### config.mk
export PLATFORM = sky130hd
export DESIGN_NAME = wptr_full
export DESIGN_NICKNAME = d
export VERILOG_FILES = /design/src/rtl/wptr_full.sv
export SDC_FILE = /design/constraint.sdc
export NUM_CORES = 1
export LEC_CHECK = 0
export CAP_MARGIN = 20
export CORE_UTILIZATION = 40
export DETAILED_ROUTE_END_ITERATION = 10
export GPL_TIMING_DRIVEN = 1
export HOLD_SLACK_MARGIN = 0.12
export PLACE_DENSITY = 0.81
export SLEW_MARGIN = 25
export SYNTH_ARGS = -nofsm -noshare
export SYNTH_HDL_FRONTEND = slang
export SYNTH_SLANG_ARGS = --single-unit
### constraint.sdc
create_clock -name wclk -period 3.4 [get_ports wclk]
set_clock_uncertainty 0.1 [all_clocks]
set_input_delay 0.51 -clock wclk [delete_from_list [all_inputs] [get_ports wclk]]
set_output_delay 0.51 -clock wclk [all_outputs]
set_load 0.02 [all_outputs]
### src/rtl/wptr_full.sv
// Write-side pointer and full logic for an asynchronous FIFO: binary/Gray write
// pointer, registered full/almost-full flags, fill level and sticky overflow.
module wptr_full #(
    parameter int ADDR_WIDTH   = 3,
    parameter int AFULL_THRESH = (1 << ADDR_WIDTH) - 2
) (
    input  logic                  wclk,
    input  logic                  wrst,
    input  logic                  wen,
    input  logic [ADDR_WIDTH:0]   wq2_rptr,
    output logic [ADDR_WIDTH-1:0] waddr,
    output logic [ADDR_WIDTH:0]   wptr,
    output logic                  wfull,
    output logic                  walmost_full,
    output logic [ADDR_WIDTH:0]   wcount,
    output logic                  woverflow
);

    localparam logic [ADDR_WIDTH:0] THRESH    = (ADDR_WIDTH + 1)'(AFULL_THRESH);
    // Inverting the two top Gray bits of the read pointer yields the pointer
    // value the writer reaches when exactly DEPTH entries are unread.
    localparam logic [ADDR_WIDTH:0] FULL_MASK = {2'b11, {(ADDR_WIDTH - 1){1'b0}}};

    logic [ADDR_WIDTH:0] wbin;
    logic [ADDR_WIDTH:0] wbin_next;
    logic [ADDR_WIDTH:0] wgray_next;
    logic [ADDR_WIDTH:0] rbin;
    logic [ADDR_WIDTH:0] wcount_next;
    logic                winc;
    logic                wfull_next;

    always_comb begin
        rbin = '0;
        for (int i = 0; i <= ADDR_WIDTH; i++) begin
            rbin[i] = ^(wq2_rptr >> i);
        end
    end

    assign winc        = wen & ~wfull;
    assign wbin_next   = wbin + {{ADDR_WIDTH{1'b0}}, winc};
    assign wgray_next  = wbin_next ^ (wbin_next >> 1);
    assign wfull_next  = (wgray_next == (wq2_rptr ^ FULL_MASK));
    assign wcount_next = wbin_next - rbin;

    assign waddr = wbin[ADDR_WIDTH-1:0];

    always_ff @(posedge wclk or posedge wrst) begin
        if (wrst) begin
            wbin         <= '0;
            wptr         <= '0;
            wfull        <= 1'b0;
            walmost_full <= 1'b0;
            wcount       <= '0;
            woverflow    <= 1'b0;
        end else begin
            wbin         <= wbin_next;
            wptr         <= wgray_next;
            wfull        <= wfull_next;
            walmost_full <= (wcount_next >= THRESH);
            wcount       <= wcount_next;
            woverflow    <= woverflow | (wen & wfull);
        end
    end

endmodule

Word-level counts from Yosys, hierarchy flattened. Index checks and enable logic that the tools add are counted.

Register bits: 15. Input port bits: 7. Output and inout port bits: 14.

Add/sub/neg operators: 2. Order comparisons: 1. Equal/unequal tests: 1. Bitwise logic cells: 6. Reductions and logical operators: 4.

Operators with widths (count): $reduce_xor 4->1 (4); $add 4x1->4 (1); $eq 4x4->1 (1); $ge 4x3->1 const B (1); $sub 4x4->4 (1); $xor 4x3->4 (1); $and 1x1->1 (2); $not 2->2 (1); $not 1->1 (1); $or 1x1->1 (1).

Logic depth before layout (Yosys ltp).
Depth after elaboration: 5. Mapped depth: 10. Mapped depth without buffers: 10.

Worst setup path before layout. OpenSTA, ideal clock, no wires.

Path type: input -> register. From: input port wen. To: register walmost_full. Library setup time: 0.118 ns. Data arrival time: 2.326 ns. Slack: 0.856 ns. Stages on the path: 10. Buffers on the path: 0. Cell sequence: nor2b_1 -> ha_1 -> ha_1 -> xnor2_2 -> inv_1 -> ha_1 -> nand2_1 -> o21ai_0 -> xor3_1 -> a21o_1.

Cells in the longest elaborated chain, start to end: 4.

Ends and longest elaborated chain: start: declaration (line 9) `input logic wen,`; $and 1x1->1 (line 39) `assign winc = wen & ~wfull;`; $add 4x1->4 (line 40) `assign wbin_next = wbin + {{ADDR_WIDTH{1'b0}}, winc};`; named net wbin_next[2] (line 25) `logic [ADDR_WIDTH:0] wbin_next;`; $sub 4x4->4 (line 43) `assign wcount_next = wbin_next - rbin;`; named net wcount_next[3] (line 28) `logic [ADDR_WIDTH:0] wcount_next;`; $ge 4x3->1 (line 59) `walmost_full <= (wcount_next >= THRESH);`; end signal: assignment (line 59); end: declaration (line 14) `output logic walmost_full,`.

The timed path passes the listed nets, and every way through them passes these cells.

Worst setup path after layout. Same ends and word-level chain as after synthesis.

==> results by group <==
Global routing
  – Total GRT Usage: 0.142
  – Grt met1 use: 0.175
  – Largest net degree at the start of global routing: 15
  – GR Layer Usage met3: 0.0255
  – GRT overflow: 0
  – Number of global-route vias before repair: between 400 and 500
  – Met2 usage: 0.218
  – Grt peak-use layer: met2
  – Initial antenna violation count: 0
  – First-pass GRT wire length: around 1800 um

Route
  – Via density: 4.84
  – Initial DRC Count: 9
  – Initial DRT Pass Iterations: 4
  – Post-Route WL: about 1100 um
  – DR vias: 455
  – Post-DRT Antenna Nets: 0
  – Routed length per instance: around 12 um
  – Post-route DRC: 0

Final layout
  – Commonest non-fill, non-tap cells in the layout: clkdlybuf4s50_1, dfrtp_1, inv_1
  – Most common cell after layout, fill and taps aside: clkdlybuf4s50_1
  – Diode count: 0
  – Layout area overhead: 39.4%
  – Final Net Count: slightly above 90
  – Layout fillers: 131
  – Fraction of layout cells with a size suffix above 1: 0.0769

Yosys
  – Syn Nets: 66
  – Cell Area, Synth: about 670 um^2
  – Synth Register Bits: 14
  – Gate Count Post-Synth: 53
  – Post-synth top area share: 0.523
  – Synth area leaders: dfrtp_1, ha_1, xnor2_1
  – Sequential area share after synthesis: 0.523
  – Synth Warn #: 0
  – Avg Cell Area, Syn: about 13 um^2
  – Largest area contributor in the netlist: dfrtp_1
  – Yosys cell types: 16

Place
  – # port buffers: 20
  – Dpl ws: around 0.4 ns
  – GP Congestion: between 0.8 and 0.9
  – Dpl hpwl: a little under 900 um

Clock tree
  – Clk_lat worst skew: slightly below 0.3 ns
  – CTS tree: built
  – Htree depth: 1
  – Setup bufs post-CTS: 0
  – Clk slew on worst S/H paths: approximately 0.090 ns
  – Clock root cell: clkbuf_4
  – CTS Hold Bufs: 0
  – Clk sink count: 14
  – Clock buffer depth: 2
  – PostCTS Resize Cnt: 0
  – Cts bufs inserted: 3

Floorplan
  – DIE WIDTH: 42.9 um
  – Die Y: roughly 43 um
  – Row count: 14
  – Initial Util: 0.434
  – Die area: roughly 0.0018 mm^2
  – Core area: about 0.0015 mm^2
  – Io pins: 21

Timing
  – Slew HR: 0.660
  – F_max: 372 MHz
  – WHS: around 0.36 ns
  – Post-route setup slack: between 0.7 and 0.8 ns
  – Fin. max-slew vios: 0
  – Tcrit/Tclk final: 0.791
  – RSZ-0062 raised after global routing: false
  – Worst-Margin Slew: between 0.5 and 0.6 ns
  – Tmin final: around 2.7 ns
  – Setup TNS: 0 ns
  – Final Setup Violations: 0
  – Final hold vios: 0

Critical path
  – Required @ worst endpoint: roughly 3.5 ns
  – Worst Reg-to-Reg Cells: 10
  – R2R setup slack: 1.05 ns
  – Critical R2R Capture: walmost_full
  – CP startpoint kind: input pin
  – Crit Path Category: input pin to flip-flop
  – R2r startpoint: wfull
  – CP endpoint: walmost_full
  – Worst setup EP type: flip-flop
  – Critical Path Source: wen
  – Data arrival time of the worst path: roughly 2.8 ns
  – Crit Path Max Fanout: 3

Power
  – Cell leakage power: between 0.4 and 0.5 nW
  – Max IR drop VDD: roughly 0.55 mV
  – Power per standard cell area: about 1200 mW/mm^2

Run status
  – Status: complete, no violations

Run
  – Total of max-cap violations: 0

Worst hold path
  – Min-delay worst type: flip-flop to flip-flop
layout make-up:
cell class | instances | area [um^2] | area share
clock buffers | 4 | 36.3 | 0.0389
inverters | 8 | 30.0 | 0.0322
repair buffers | 21 | 208 | 0.223
flip-flops and latches | 14 | 350 | 0.375
multi-input cells | 31 | 289 | 0.310
well taps | 16 | 20.0 | 0.0214
worst min path at each step:
| stage | start | end | slack [ns] | cells past startpoint |
|---|---|---|---|---|
| 3_3_place_gp | woverflow | woverflow | 0.34 | 1 |
| 5_1_grt | woverflow | woverflow | 0.37 | 1 |
| 2_1_floorplan | wrst | walmost_full | 0.30 | 1 |
| 3_5_place_dp | woverflow | woverflow | 0.34 | 1 |
| 4_1_cts | woverflow | woverflow | 0.36 | 1 |
| 6_report | woverflow | woverflow | 0.36 | 1 |
layer usage:
| metal | wire [um] | up-vias |
|---|---|---|
| li1 | - | 221 |
| met3 | 41 | 3 |
| met4 | 25 | 0 |
| met1 | 478 | 215 |
| met2 | 555 | 16 |
| met5 | 0 | - |
cell families (layout without fill, tap and decap cells):
group	Yosys count	count (layout)	share of synthesized area
XOR/XNOR	13	13	0.204
buffers and inverters	8	33	0.0449
adder cells (fa/ha/maj)	6	6	0.123
flip-flops	14	14	0.523
AND/OR/NAND/NOR	7	7	0.0561
AO/OA/AOI/OAI	5	5	0.0486
Yosys cell counts:
master	number
a21o_1	2
a21oi_1	1
a22oi_1	1
dfrtp_1	14
fa_1	1
ha_1	5
inv_1	8
nand2_1	1
nand3_1	3
nor2b_1	1
o21ai_0	1
or3_1	2
xnor2_1	7
xnor2_2	1
xor2_1	4
xor3_1	1
metrics by stage:
| stage | util | area, um^2 | cells | power [mW] |
|---|---|---|---|---|
| 6_report | 0.606 | 933 | 94 | 1.15 |
| 5_1_grt | 0.606 | 933 | 94 | 1.24 |
| 4_1_cts | 0.606 | 933 | 94 | 1.16 |
| 3_5_place_dp | 0.582 | 897 | 90 | 1.04 |
| 3_3_place_gp | 0.582 | 897 | 90 | 1.02 |
| 2_1_floorplan | - | 669 | 53 | 0.770 |
worst max-delay path, cell delays in order:
cell,delay [ns]
clkdlybuf4s50_1,0.42
nor2b_1,0.14
ha_1,0.20
ha_1,0.22
xnor2_2,0.17
inv_1,0.10
ha_1,0.34
nand2_1,0.06
o21ai_0,0.18
xor3_1,0.27
a21o_1,0.16
where the power goes:
group	switching (mW)	total (mW)	leakage, nW	internal [mW]
clock	0.0548	0.120	0.0210	0.0652
sequential	0.0354	0.299	0.163	0.264
combinational	0.371	0.730	0.253	0.359
total	0.461	1.15	0.437	0.688
registers in the layout (all words and copies together) (netlist names):
name,flops
walmost_full,1
wcount,4
woverflow,1
wfull,1
wptr,3
wbin,4
No activity file was read; power rests on OpenSTA's default activity.
